`config.mk`:
```
export PLATFORM = sky130hd
export DESIGN_NAME = hybrid_noc_router_lookup_sr_buf_flat
export DESIGN_NICKNAME = d
export VERILOG_FILES = /design/src/rtl/hybrid_noc_router_lookup_sr_buf_if.sv /design/src/rtl/hybrid_noc_router_lookup_sr_buf.sv /design/src/flat_wrapper.sv
export SDC_FILE = /design/constraint.sdc
export NUM_CORES = 1
export LEC_CHECK = 0
export ABC_AREA = 0
export CAP_MARGIN = 20
export CORE_MARGIN = 2
export CORE_UTILIZATION = 45
export DETAILED_ROUTE_END_ITERATION = 8
export HOLD_SLACK_MARGIN = 0.12
export PLACE_DENSITY_LB_ADDON = 0.08
export SLEW_MARGIN = 20
export SYNTH_ARGS = -nofsm -noshare
export SYNTH_HDL_FRONTEND = slang
export SYNTH_SLANG_ARGS = --single-unit
```
`constraint.sdc`:
```
create_clock -name clk -period 3.24 [get_ports clk]
set_clock_uncertainty 0.05 [all_clocks]
set_input_delay 0.81 -clock clk [delete_from_list [all_inputs] [get_ports clk]]
set_output_delay 0.81 -clock clk [all_outputs]
set_load 0.02 [all_outputs]
```
`src/rtl/hybrid_noc_router_lookup_sr_buf_if.sv`:
```
// Flit link bundle for the source-routed lookup stage.
// LANES = 1 for the upstream link; LANES = PORTS gives per-port valid/ready on the arbiter side.
interface hybrid_noc_router_lookup_sr_buf_if #(
  parameter int FLIT_WIDTH = 32,
  parameter int LANES      = 1
);
  logic [FLIT_WIDTH-1:0] flit;
  logic [LANES-1:0]      valid;
  logic                  last;
  logic [LANES-1:0]      ready;

  modport master (output flit, output valid, output last, input  ready);
  modport slave  (input  flit, input  valid, input  last, output ready);
endinterface

```
`src/rtl/hybrid_noc_router_lookup_sr_buf.sv`:
```
// Source-routed input lookup stage: consumes the per-hop route, back-traces the header, drops bad routes, buffers in a FIFO.
// Optional macro HYBRID_NOC_LOOKUP_SR_DROP_CNT_EN adds a saturating drop_count output.
module hybrid_noc_router_lookup_sr_buf #(
  parameter int FLIT_WIDTH     = 32,
  parameter int PORTS          = 5,
  parameter int INPUT_ID       = 0,
  parameter int HEADER_WIDTH   = 8,
  parameter int DEPTH          = 2,
  parameter int DROP_CNT_WIDTH = 16
) (
  input logic clk,
  input logic rst,
  hybrid_noc_router_lookup_sr_buf_if.slave  in_link,
  hybrid_noc_router_lookup_sr_buf_if.master out_link
`ifdef HYBRID_NOC_LOOKUP_SR_DROP_CNT_EN
  ,
  output logic [DROP_CNT_WIDTH-1:0] drop_count
`endif
);

  localparam int ROUTE_WIDTH   = $clog2(PORTS + 1);
  localparam int ROUTING_WIDTH = FLIT_WIDTH - HEADER_WIDTH;
  localparam int PTR_WIDTH     = $clog2(DEPTH);
  localparam int CNT_WIDTH     = PTR_WIDTH + 1;

  function automatic logic [ROUTE_WIDTH-1:0] reverse_bits(input logic [ROUTE_WIDTH-1:0] v);
    logic [ROUTE_WIDTH-1:0] r;
    for (int i = 0; i < ROUTE_WIDTH; i++) r[i] = v[ROUTE_WIDTH-1-i];
    return r;
  endfunction

  localparam logic [ROUTE_WIDTH-1:0] ID_BITS = ROUTE_WIDTH'(INPUT_ID);
  localparam logic [ROUTE_WIDTH-1:0] REV_ID  = reverse_bits(ID_BITS);

  typedef enum logic [1:0] {
    ST_HEADER,
    ST_BODY,
    ST_DISCARD
  } state_t;

  state_t state, state_next;
  logic   is_header, discarding;

  logic [FLIT_WIDTH-1:0]  in_flit;
  logic                   in_valid, in_last, in_ready;
  logic [PORTS-1:0]       out_ready, out_valid;

  logic [ROUTE_WIDTH-1:0] hop, cur_port, push_port, head_port;
  logic [FLIT_WIDTH-1:0]  push_flit;
  logic                   bad_header, accept, push, pop;

  logic [FLIT_WIDTH-1:0]  mem_flit [DEPTH];
  logic                   mem_last [DEPTH];
  logic [ROUTE_WIDTH-1:0] mem_port [DEPTH];
  logic [PTR_WIDTH-1:0]   rd_ptr, wr_ptr;
  logic [CNT_WIDTH-1:0]   count;

  assign in_flit   = in_link.flit;
  assign in_valid  = in_link.valid[0];
  assign in_last   = in_link.last;
  assign out_ready = out_link.ready;

  assign in_link.ready  = in_ready;
  assign out_link.flit  = mem_flit[rd_ptr];
  assign out_link.last  = mem_last[rd_ptr];
  assign out_link.valid = out_valid;

  always_ff @(posedge clk) begin
    if (rst) state <= ST_HEADER;
    else     state <= state_next;
  end

  // Packet boundaries come only from accepted flits; a bad header diverts the rest of its packet to ST_DISCARD.
  always_comb begin
    state_next = state;
    if (accept) begin
      if (in_last)                 state_next = ST_HEADER;
      else if (state == ST_HEADER) state_next = bad_header ? ST_DISCARD : ST_BODY;
    end
  end

  always_comb begin
    is_header  = (state == ST_HEADER);
    discarding = (state == ST_DISCARD);
  end

  // Discarded flits never touch the FIFO, so they are taken even when it is full.
  always_comb begin
    hop        = in_flit[ROUTE_WIDTH-1:0];
    bad_header = is_header && in_valid && (hop >= ROUTE_WIDTH'(PORTS));
    in_ready   = discarding || bad_header || (count < CNT_WIDTH'(DEPTH));
    accept     = in_valid && in_ready;
    push       = accept && !discarding && !bad_header;
    push_port  = is_header ? hop : cur_port;
    push_flit  = is_header
               ? {in_flit[FLIT_WIDTH-1 -: HEADER_WIDTH], REV_ID, in_flit[ROUTING_WIDTH-1:ROUTE_WIDTH]}
               : in_flit;
  end

  always_comb begin
    head_port = mem_port[rd_ptr];
    out_valid = (count != '0) ? (PORTS'(1) << head_port) : '0;
    pop       = |(out_valid & out_ready);
  end

  always_ff @(posedge clk) begin
    if (rst) begin
      cur_port <= '0;
    end else if (push && is_header) begin
      cur_port <= hop;
    end
  end

  always_ff @(posedge clk) begin
    if (rst) begin
      rd_ptr <= '0;
      wr_ptr <= '0;
      count  <= '0;
    end else begin
      if (push) wr_ptr <= wr_ptr + 1'b1;
      if (pop)  rd_ptr <= rd_ptr + 1'b1;
      if (push && !pop)      count <= count + 1'b1;
      else if (pop && !push) count <= count - 1'b1;
    end
  end

  always_ff @(posedge clk) begin
    if (push) begin
      mem_flit[wr_ptr] <= push_flit;
      mem_last[wr_ptr] <= in_last;
      mem_port[wr_ptr] <= push_port;
    end
  end

`ifdef HYBRID_NOC_LOOKUP_SR_DROP_CNT_EN
  always_ff @(posedge clk) begin
    if (rst) begin
      drop_count <= '0;
    end else if (bad_header && drop_count != '1) begin
      drop_count <= drop_count + 1'b1;
    end
  end
`endif

endmodule

```
`src/flat_wrapper.sv`:
```
// flat-port wrapper written by rule: the top's interface ports become plain ports
module hybrid_noc_router_lookup_sr_buf_flat 
#(
  parameter int FLIT_WIDTH     = 32,
  parameter int PORTS          = 5,
  parameter int INPUT_ID       = 0,
  parameter int HEADER_WIDTH   = 8,
  parameter int DEPTH          = 2,
  parameter int DROP_CNT_WIDTH = 16
)
  (clk, rst, in_link_flit, in_link_valid, in_link_last, in_link_ready, out_link_flit, out_link_valid, out_link_last, out_link_ready);
  hybrid_noc_router_lookup_sr_buf_if #(.FLIT_WIDTH(FLIT_WIDTH), .LANES(1)) in_link_i ();
  hybrid_noc_router_lookup_sr_buf_if #(.FLIT_WIDTH(FLIT_WIDTH), .LANES((5))) out_link_i ();
  input logic clk;
  input logic rst;
  input wire logic [$bits(in_link_i.flit)-1:0] in_link_flit;
  input wire logic [$bits(in_link_i.valid)-1:0] in_link_valid;
  input wire logic [$bits(in_link_i.last)-1:0] in_link_last;
  output wire logic [$bits(in_link_i.ready)-1:0] in_link_ready;
  output wire logic [$bits(out_link_i.flit)-1:0] out_link_flit;
  output wire logic [$bits(out_link_i.valid)-1:0] out_link_valid;
  output wire logic [$bits(out_link_i.last)-1:0] out_link_last;
  input wire logic [$bits(out_link_i.ready)-1:0] out_link_ready;
  assign in_link_i.flit = in_link_flit;
  assign in_link_i.valid = in_link_valid;
  assign in_link_i.last = in_link_last;
  assign in_link_ready = in_link_i.ready;
  assign out_link_flit = out_link_i.flit;
  assign out_link_valid = out_link_i.valid;
  assign out_link_last = out_link_i.last;
  assign out_link_i.ready = out_link_ready;
  hybrid_noc_router_lookup_sr_buf #(.FLIT_WIDTH(FLIT_WIDTH), .PORTS(PORTS), .INPUT_ID(INPUT_ID), .HEADER_WIDTH(HEADER_WIDTH), .DEPTH(DEPTH), .DROP_CNT_WIDTH(DROP_CNT_WIDTH)) u_core (.clk(clk), .rst(rst), .in_link(in_link_i), .out_link(out_link_i));
endmodule
```
Yosys cells after proc, flatten, opt, wreduce, memory -nomap -nowiden
Memories as Yosys holds them, arrays and structs flattened. A register that Yosys moved wholly into a read port is not among the register bits.
Index checks and enable logic that the tools add are counted.
- reductions and logical operators: 20
- bitwise gates (word level): 1
- order comparisons: 2
- equal/unequal tests: 1
- add/subtract/negate cells: 4
- shift-type cells: 1
- muxes and demuxes: 16
- multipliers: 0
- divide/modulo/power cells: 0
- operators by type and width (cell ; count):
    two-way mux 24 bit ; 1
    two-way mux 2 bit ; 5
    logical AND 1 bit ; 8
    two-way mux 1 bit ; 8
    nonzero test 2 bit ; 3
    AND 5 bit ; 1
    two-way mux 5 bit ; 1
    OR reduction 5 bit ; 1
    << shifter 1 x 3 -> 5 bit (first input constant) ; 1
    zero test 1 bit ; 4
    greater-or-equal comparator 3 bit (second input constant) ; 1
    two-way mux 3 bit ; 1
    adder 1 bit (second input constant) ; 2
    adder 2 x 1 -> 2 bit (second input constant) ; 1
    equality test 2 bit (second input constant) ; 1
    zero test 2 bit ; 1
    logical OR 1 bit ; 2
    less-than comparator 2 bit (second input constant) ; 1
    AND reduction 2 bit ; 1
    subtractor 2 x 1 -> 2 bit (second input constant) ; 1
- bits in latches: 0
- output and inout bits: 39
- memories: 3
- flip-flop bits (word level): 9
- input bits: 41
- bits in read-only memories: 0
- RAM bits: 72
- memory list (name ; words ; width ; rd ports ; clocked after Yosys merged registers in ; wr ports ; line ; text):
    u_core.mem_flit ; 2 ; 32 ; 1 ; 1 ; 1 ; hybrid_noc_router_lookup_sr_buf.sv:52 ; logic [FLIT_WIDTH-1:0] mem_flit [DEPTH];
    u_core.mem_port ; 2 ; 3 ; 1 ; 1 ; 1 ; hybrid_noc_router_lookup_sr_buf.sv:54 ; logic [ROUTE_WIDTH-1:0] mem_port [DEPTH];
    u_core.mem_last ; 2 ; 1 ; 1 ; 1 ; 1 ; hybrid_noc_router_lookup_sr_buf.sv:53 ; logic mem_last [DEPTH];

Depth between registers and ports, before layout
Gate-level depths: netlist (run 1).
- word-level depth: 12
- depth in mapped cells: 9

Least setup slack after synthesis (run 1)
No wires, ideal clock.
- path type: input -> register
- start point: input port in_link_flit[1]
- end point: memory u_core.mem_flit[0][0], enable pin
- slack: -0.281 ns
- arrival time: 3.038 ns
- stages: 4
- cell sequence: o211a_1 -> nor2_1 -> o21a_1 -> nor2b_1
- cells in the longest elaborated chain, start to end: 9
- elaborated cells between the ends (all ways): 10
- RTL lines (what ; line ; text):
    start, declared ; flat_wrapper.sv:16 ; input wire logic [$bits(in_link_i.flit)-1:0] in_link_flit;
    greater-or-equal comparator 3 bit (*) ; hybrid_noc_router_lookup_sr_buf.sv:90 ; bad_header = is_header && in_valid && (hop >= ROUTE_WIDTH'(PORTS));
    logical AND 1 bit (*) ; hybrid_noc_router_lookup_sr_buf.sv:90 ;
    logical OR 1 bit (2 in a row) ; hybrid_noc_router_lookup_sr_buf.sv:91 ; in_ready = discarding || bad_header || (count < CNT_WIDTH'(DEPTH));
    logical AND 1 bit ; hybrid_noc_router_lookup_sr_buf.sv:92 ; accept = in_valid && in_ready;
    logical AND 1 bit ; hybrid_noc_router_lookup_sr_buf.sv:93 ; push = accept && !discarding && !bad_header;
    logical AND 1 bit (*) ; hybrid_noc_router_lookup_sr_buf.sv:93 ;
    two-way mux 1 bit (*) ; hybrid_noc_router_lookup_sr_buf.sv:128 ; if (push) begin
    two-way mux 1 bit (not written as such) (*) ; hybrid_noc_router_lookup_sr_buf.sv:129 ; mem_flit[wr_ptr] <= push_flit;
    end, declared ; hybrid_noc_router_lookup_sr_buf.sv:52 ;
Mark *: on every way between the ends. The rest lies on a longest branch, timed or not.

==> results of run 1 <==
[synth_stat cells, drive strengths merged]
cell type / n
o21ai: 2
o211a: 1
a32oi: 1
ha: 1
or2: 1
xor2: 2
buf: 6
nor4b: 1
clkbuf: 2
mux2i: 5
and3: 1
xnor2: 1
inv: 4
nand2: 5
a31oi: 1
edfxtp: 72
nor2: 16
o22ai: 1
and2: 2
o21a: 1
a221oi: 1
mux2: 62
dfxtp: 10
a211oi: 1
or3: 1
a21oi: 3
nand3: 1
nor2b: 6
[registers in the layout, summed over array words and instances (netlist names), named ones only]
name	count
u_core.count	2
u_core.state	2
u_core.cur_port	3
u_core.rd_ptr	1
u_core.mem_flit	64
u_core.wr_ptr	1
u_core.mem_port	6
u_core.mem_last	2
[power by group]
group,switching [uW],internal (uW)
Combinational,636,634
Clock,343,345
Sequential,76.2,1370
Total,1060,2350
[layout make-up]
type	instances	area (sq um)	share of cell area (%)
clock buffers	9	124	2.65
clock inverters	7	60.1	1.28
inverters	4	15.0	0.321
multi-input cells	117	1080	23.0
flip-flops and latches	82	2360	50.5
well taps	102	128	2.73
repair buffers	92	916	19.6
[cell families (layout without fill, tap and decap cells)]
family	Yosys count	after routing	share of synthesized area, %
buf+inv	12	112	1.47
compound gates	12	12	2.81
mux	67	67	21.7
fa+ha+maj	1	1	0.360
xor+xnor	3	3	0.756
simple gates	34	34	4.96
flops	82	82	67.9
[critical path, stage by stage (launching register included)]
cell                              delay, ns
sky130_fd_sc_hd__dfxtp_2               0.53
sky130_fd_sc_hd__mux2i_1               0.29
sky130_fd_sc_hd__nand3_1               0.15
sky130_fd_sc_hd__nor2_1                0.25
sky130_fd_sc_hd__clkdlybuf4s50_1       0.66
[stage by stage]
| stage | cells | utilization [%] | setup slack [ns] | instance area [sq um] | power [uW] |
|---|---|---|---|---|---|
| final | 413 | 61.5 | 0.146 | 4680 | 3400 |
| after global placement | 397 | 59.1 | 0.0692 | 4500 | 2740 |
| after CTS | 413 | 61.5 | 0.0649 | 4680 | 3440 |
| after detailed placement | 397 | 59.1 | 0.0838 | 4500 | 2750 |
| after global routing | 413 | 61.5 | 0.0246 | 4680 | 3580 |
| after floorplan | 211 | - | 0.393 | 3480 | 2200 |
[per-layer routing]
layer  routed length [um]  vias up  track usage, %
met5                    0        -               0
met4                   92        0            5.97
met3                  229       10            4.03
met2                 3110       49            26.3
met1                 2810     1000            20.2
li1                     -      986               -
[timing repair]
action                     CTS  global route
gates resized for setup      0             1
setup endpoints to repair    0             1
hold endpoints to repair     0             0
[how the worst max path moves through the flow]
stage	start	end	slack [ns]	cells past startpoint
after global placement	in_link_flit[0]	in_link_ready	0.07	5
after detailed placement	in_link_flit[0]	in_link_ready	0.08	5
after floorplan	in_link_flit[1]	u_core.mem_flit[0][0]$_DFFE_PP_	0.39	4
final	register	out_link_valid[3]	0.15	4
after CTS	in_link_flit[0]	in_link_ready	0.06	5
after global routing	register	out_link_valid[3]	0.02	4
==> out/summary.json, run 1 <==
{
  "place.detailed.hpwl_mm": 4.30,
  "synthesis.nets": 253,
  "remaining_drc_errors": 0,
  "finalWirelength_mm": 6.23,
  "worst_hold_path_depth": 2,
  "grt_antenna_before_repair": 0,
  "critical_path_data_required_time_ns": 2.38,
  "fillCellCount": 615,
  "worst-r2r-cell-count": 8,
  "route.vias.total": 2045,
  "drive_above_1_share_pct": 16.4,
  "n_antenna_cell": 0,
  "max-vdd-ir-drop_v": 0.000332,
  "bufs_on_longest_clock_path": 2,
  "critical_path.endpoint_type": "primary output",
  "timing.setup.tns_ns": 0,
  "detail_route.first_pass.iterations": 4,
  "area_growth_syn_to_layout_pct": 34.6,
  "reg_to_reg_critical_path_endpoint": "u_core.count[1]$_SDFFE_PP0P_",
  "start_util_pct": 45.7,
  "number_of_buffer_cells_added_on_primary_ports": 79,
  "h_tree_levels": 3,
  "unrepaired_setup_endpoints_after_global_routing": "no",
  "antenna_left": 0,
  "finalWeightedCongestion": 0.707,
  "cts_root_buf": "sky130_fd_sc_hd__clkbuf_8",
  "status": "finished, final reports clean",
  "tritoncts_clock_tree": "done",
  "leading_cell_type_in_the_layout_fill_and_taps_excluded": "sky130_fd_sc_hd__clkdlybuf4s50_1",
  "hold_path_startpoint": "u_core.cur_port[1]$_SDFFE_PP0P_",
  "ios": 80,
  "worst_ep_arrival_time_ns": 2.23,
  "fmax_mhz": 323,
  "maxCapViolCount": 0,
  "min_period_over_period_pct": 95.5,
  "hold_ws_ns": 0.448,
  "r2r_setup_slack_ns": 0.65,
  "global_route_wire_length_before_repair_mm": 10.2,
  "placeableCoreArea_sq_um": 7610,
  "power-per-cell-area_nw_per_um2": 727,
  "slew_limit_headroom_pct": 62.3,
  "synthesis.instances": 211,
  "critPathMaxFanout": 12,
  "rows": 32,
  "grt_max_degree": 28,
  "worstHoldPathType": "reg -> reg",
  "detail_route.wl_per_cell_um": 15.1,
  "grt-ovfl-total": 0,
  "clk_latency_ns": 0.34,
  "hold_path_end": "u_core.cur_port[1]$_SDFFE_PP0P_",
  "via_per_inst": 4.95,
  "sequential_cell_area_fraction_in_the_yosys_report_pct": 67.9,
  "worst_slew_pin_slew_ns": 0.565,
  "syn_avg_cell_area_sq_um": 16.5,
  "final.min_clock_period_ns": 3.09,
  "numCtsBuffers": 9,
  "setup.worst_path.class": "reg -> out",
  "synthTopCellsByArea": "sky130_fd_sc_hd__edfxtp_1, sky130_fd_sc_hd__mux2_1, sky130_fd_sc_hd__dfxtp_1",
  "drt-initial-drc-count": 50,
  "setup.worst_path.start_class": "register",
  "area_share_of_the_largest_cell_type_after_synthesis_pct": 62.2,
  "grt.total_usage_pct": 15.9,
  "synth.yosys.warnings": 0,
  "die_x_um": 91.9,
  "cts_setup_buffers": 0,
  "finalNetCount": 348,
  "final-setup-viol-count": 0,
  "synth_cell_type_count": 33,
  "drv_slew": 0,
  "yosys_register_bits": 82,
  "die_area_sq_um": 8450,
  "floorplan.die.height_um": 91.9,
  "power.leakage_uw": 0.00164,
  "netlist.top_cell.by_area": "sky130_fd_sc_hd__edfxtp_1",
  "first_global_vias": 2115,
  "hold_violations": 0,
  "cts.hold.buffers_added": 0,
  "clock_sink_count": 82,
  "clk_transition_reported_paths_ns": 0.08,
  "layout_common_cells": "sky130_fd_sc_hd__clkdlybuf4s50_1, sky130_fd_sc_hd__edfxtp_1, sky130_fd_sc_hd__mux2_1",
  "post_synth_instance_area_sq_um": 3480
}
(Power assumes the default switching activity.)
==> run 2, diff against run 1 <==
--- a/config.mk
+++ b/config.mk
@@ -10,6 +10,7 @@
 export CORE_MARGIN = 2
 export CORE_UTILIZATION = 45
 export DETAILED_ROUTE_END_ITERATION = 8
+export GPL_ROUTABILITY_DRIVEN = 0
 export HOLD_SLACK_MARGIN = 0.12
 export PLACE_DENSITY_LB_ADDON = 0.08
 export SLEW_MARGIN = 20
==> results of run 2 <==
Same layout as run 1: the final DEF is identical, and so are final timing and power.
==> run 3, diff against run 2 <==
--- a/config.mk
+++ b/config.mk
@@ -8,7 +8,7 @@
 export ABC_AREA = 0
 export CAP_MARGIN = 20
 export CORE_MARGIN = 2
-export CORE_UTILIZATION = 45
+export CORE_UTILIZATION = 50
 export DETAILED_ROUTE_END_ITERATION = 8
 export GPL_ROUTABILITY_DRIVEN = 0
 export HOLD_SLACK_MARGIN = 0.12
==> constraint.sdc (replaced) <==
create_clock -name clk -period 2.9 [get_ports clk]
set_clock_uncertainty 0.05 [all_clocks]
set_input_delay 0.725 -clock clk [delete_from_list [all_inputs] [get_ports clk]]
set_output_delay 0.725 -clock clk [all_outputs]
set_load 0.02 [all_outputs]
==> run 3 against run 2 <==
Hold slack improved by 0.021 ns. Clock-buffer cell count up 2. Sequential share of layout area shrank 0.36 points. Total power is 18% higher. Sequential cell count unchanged. Non-clock buffer count decreased by 1. Routed wire length increased by 1.6%. Core utilization is 8.3 points higher. Clock power is 39% higher. Critical path depth rose by 1. Die area is 9.6% lower. Setup slack lost 0.022 ns. Highest routed layer unchanged.
==> out/summary.json, run 3 (synthesis gave the netlist of run 1 again) <==
{
  "placeableCoreArea": {"value": 6760, "unit": "sq um", "change": "-11%"},
  "seq_power_share": {"value": 40.1, "unit": "%", "change": "-2.3 points"},
  "tritoncts_clock_tree": "done",
  "fillCellCount": {"value": 492, "change": "-20%"},
  "route.vias.total": {"value": 2024, "change": "-1.0%"},
  "setup.worst_path.start_class": "register",
  "global_route.usage.met1": {"value": 21.3, "unit": "%", "change": "+1.1 points"},
  "status": "finished, final reports clean",
  "finalWirelength": {"value": 6.33, "unit": "mm", "change": "+1.6%"},
  "hold_violations": {"value": 0, "change": "unchanged"},
  "floorplan.die.height": {"value": 87.4, "unit": "um", "change": "-4.9%"},
  "rows": {"value": 30, "change": "-6.3%"},
  "bufs_on_longest_clock_path": {"value": 2, "change": "unchanged"},
  "placement.setup.worst_slack": {"value": -0.0824, "unit": "ns", "change": "-0.166 ns"},
  "drv_slew": {"value": 0, "change": "unchanged"},
  "die_x": {"value": 87.4, "unit": "um", "change": "-4.9%"},
  "max-vdd-ir-drop": {"value": 0.000440, "unit": "V", "change": "+33%"},
  "grt.met3_usage": {"value": 4.08, "unit": "%", "change": "+0.050 points"},
  "die_area": {"value": 7640, "unit": "sq um", "change": "-9.6%"},
  "worst-r2r-cell-count": {"value": 8, "change": "unchanged"},
  "place.detailed.hpwl": {"value": 4.30, "unit": "mm", "change": "-0.17%"},
  "maxCapViolCount": {"value": 0, "change": "unchanged"},
  "min_period_over_period_pct": 95.7,
  "worstHoldPathType": "reg -> reg",
  "detail_route.first_pass.iterations": {"value": 4, "change": "unchanged"},
  "first_global_vias": {"value": 2083, "change": "-1.5%"},
  "cell_internal_power_dissipation": {"value": 2820, "unit": "uW", "change": "+20%"},
  "detail_route.wl_per_cell": {"value": 16.2, "unit": "um", "change": "+7.6%"},
  "area_growth_syn_to_layout_pct": 35.6,
  "sw_ratio": {"value": 29.7, "unit": "%", "change": "-1.3 points"},
  "top_regs": "u_core.mem_flit x64, u_core.mem_port x6, u_core.cur_port x3",
  "place_area": {"value": 4470, "unit": "sq um", "change": "-0.50%"},
  "global_route_wire_length_before_repair": {"value": 9.94, "unit": "mm", "change": "-2.7%"},
  "worst_slew_pin_slew": {"value": 0.573, "unit": "ns", "change": "+0.00872 ns"},
  "slew_limit_headroom": {"value": 61.7, "unit": "%", "change": "-0.58 points"},
  "leading_cell_type_in_the_layout_fill_and_taps_excluded": "sky130_fd_sc_hd__clkdlybuf4s50_1",
  "final-setup-viol-count": {"value": 0, "change": "unchanged"},
  "power_frac_comb": {"value": 36.0, "unit": "%", "change": "-1.3 points"},
  "ios": {"value": 80, "change": "unchanged"},
  "worstPathCellList": "mux2_1 > inv_1 > nand2_1 > nor2_1 > clkdlybuf4s50_1",
  "grt_max_degree": {"value": 37, "change": "+32%"},
  "power-per-cell-area": {"value": 849, "unit": "nW/um^2", "change": "+17%"},
  "post-route-worst-setup-slack": {"value": 0.125, "unit": "ns", "change": "-0.0218 ns"},
  "power.net_switching": {"value": 1190, "unit": "uW", "change": "+13%"},
  "clock_sink_count": {"value": 82, "change": "unchanged"},
  "reg_to_reg_critical_path_endpoint": "u_core.count[1]$_SDFFE_PP0P_",
  "drive_above_1_share": {"value": 17.1, "unit": "%", "change": "+0.70 points"},
  "worst_hold_path_depth": {"value": 2, "change": "unchanged"},
  "r2r_setup_slack": {"value": 0.43, "unit": "ns", "change": "-0.22 ns"},
  "fmax_mhz": 360,
  "final_cell_area": {"value": 4720, "unit": "sq um", "change": "+0.72%"},
  "regMostFlops": "u_core.mem_flit",
  "number_of_buffer_cells_added_on_primary_ports": {"value": 79, "change": "unchanged"},
  "layout_common_cells": "sky130_fd_sc_hd__clkdlybuf4s50_1, sky130_fd_sc_hd__edfxtp_1, sky130_fd_sc_hd__mux2_1",
  "drt-initial-drc-count": {"value": 127, "change": "+150%"},
  "max_reg_flops": {"value": 64, "change": "unchanged"},
  "critical_path_data_required_time": {"value": 2.12, "unit": "ns", "change": "-0.26 ns"},
  "final.min_clock_period_ns": 2.78,
  "worst_ep_arrival_time": {"value": 2.00, "unit": "ns", "change": "-0.23 ns"},
  "share_clk_of_total_power": {"value": 23.9, "unit": "%", "change": "+3.7 points"},
  "grt_busiest_layer": "met2",
  "hold_path_startpoint": "u_core.cur_port[2]$_SDFFE_PP0P_",
  "numCtsBuffers": {"value": 9, "change": "unchanged"},
  "critPathSlowestCell": "sky130_fd_sc_hd__clkdlybuf4s50_1",
  "cts_root_buf": "sky130_fd_sc_hd__clkbuf_8",
  "critPathMaxFanout": {"value": 7, "change": "-5"},
  "finalNetCount": {"value": 347, "change": "-0.29%"},
  "setup.worst_path.class": "reg -> out",
  "timing.critical_path.slowest_cell_delay": {"value": 0.62, "unit": "ns", "change": "-0.04 ns"},
  "n_antenna_cell": {"value": 0, "change": "unchanged"},
  "via_per_inst": {"value": 5.19, "change": "+4.8%"},
  "grt.total_usage": {"value": 17.4, "unit": "%", "change": "+1.5 points"},
  "h_tree_levels": {"value": 3, "change": "unchanged"},
  "grtUsageMet2": {"value": 29.5, "unit": "%", "change": "+3.2 points"},
  "grt-ovfl-total": {"value": 0, "change": "unchanged"},
  "unrepaired_setup_endpoints_after_global_routing": "no",
  "power.leakage": {"value": 0.00168, "unit": "uW", "change": "+2.8%"},
  "grt_antenna_before_repair": {"value": 0, "change": "unchanged"},
  "remaining_drc_errors": {"value": 0, "change": "unchanged"},
  "antenna_left": {"value": 0, "change": "unchanged"},
  "clk_transition_reported_paths": {"value": 0.09, "unit": "ns", "change": "about the same"},
  "critical_path.endpoint_type": "primary output",
  "start_util": {"value": 51.5, "unit": "%", "change": "+5.8 points"},
  "clk_latency": {"value": 0.34, "unit": "ns", "change": "about the same"},
  "hold_path_end": "u_core.cur_port[2]$_SDFFE_PP0P_"
}
## run 3: cell types whose count changed in the layout (fill, tap and decap cells not counted), sizes merged
cell / before / now
buf: 13 / 12
clkinv: 4 / 1
clkinvlp: 2 / 1
clkdlybuf4s50: 78 / 77
clkbuf: 9 / 11
dlygate4sd2: 0 / 1
bufinv: 1 / 3
## run 3: worst max-delay path: cells and delay by family (launching register included)
family                 cells  cell delay (ns)
muxes                      1             0.37
and+or+nand+nor            2             0.16
buffers and inverters      2             0.70
DFF                        1             0.45
## run 3: worst max-delay path by stage
| stage | endpoint | slack [ns] | depth (start not counted) |
|---|---|---|---|
| finish | out_link_valid[0] | 0.12 | 5 |
| CTS | out_link_valid[3] | 0.04 | 4 |
| global placement | in_link_ready | -0.09 | 5 |
| floorplan | u_core.mem_flit[0][0]$_DFFE_PP_ | 0.14 | 4 |
| global route | out_link_valid[0] | 0.005 | 5 |
| detailed placement | in_link_ready | -0.08 | 5 |
## run 3: final cells by class
class	count	area, sq um	area share [%]
sequential	82	2360	50.1
timing repair buffer	91	923	19.6
multi-input combinational	117	1080	22.9
clock inverter	5	103	2.18
inverter	4	15.0	0.318
clock buffer	11	131	2.79
tap	80	100	2.12
## run 3: power by group through the flow
stage	Sequential [uW]	Clock (uW)	Combinational [uW]
6_report	1610	959	1440
5_1_grt	1630	1030	1540
4_1_cts	1600	982	1460
3_5_place_dp	1630	0	1450
3_3_place_gp	1620	0	1440
2_1_floorplan	1600	0	855
## run 3: metrics by stage
step | total power, uW | cells | util, % | setup TNS (ns) | hold slack, ns
3_3_place_gp | 3060 | 374 | 66.2 | -0.0881 | 0.420
2_1_floorplan | 2460 | 211 | - | 0 | 0.406
5_1_grt | 4200 | 390 | 69.8 | 0 | 0.513
6_report | 4010 | 390 | 69.8 | 0 | 0.469
4_1_cts | 4050 | 390 | 69.6 | 0 | 0.472
3_5_place_dp | 3080 | 374 | 66.2 | -0.0824 | 0.427
## run 3: timing repair
action	4_1_cts	5_1_grt
gates resized for setup	1	3
endpoints found under the setup margin	1	5
hold buffers	0	0
setup buffers	0	0
## run 3: metal layers
layer  up-vias  routed length (um)
li1        981                   -
met1       986                2740
met2        51                3250
met3         6                 279
met4         0                  61
met5         -                   0
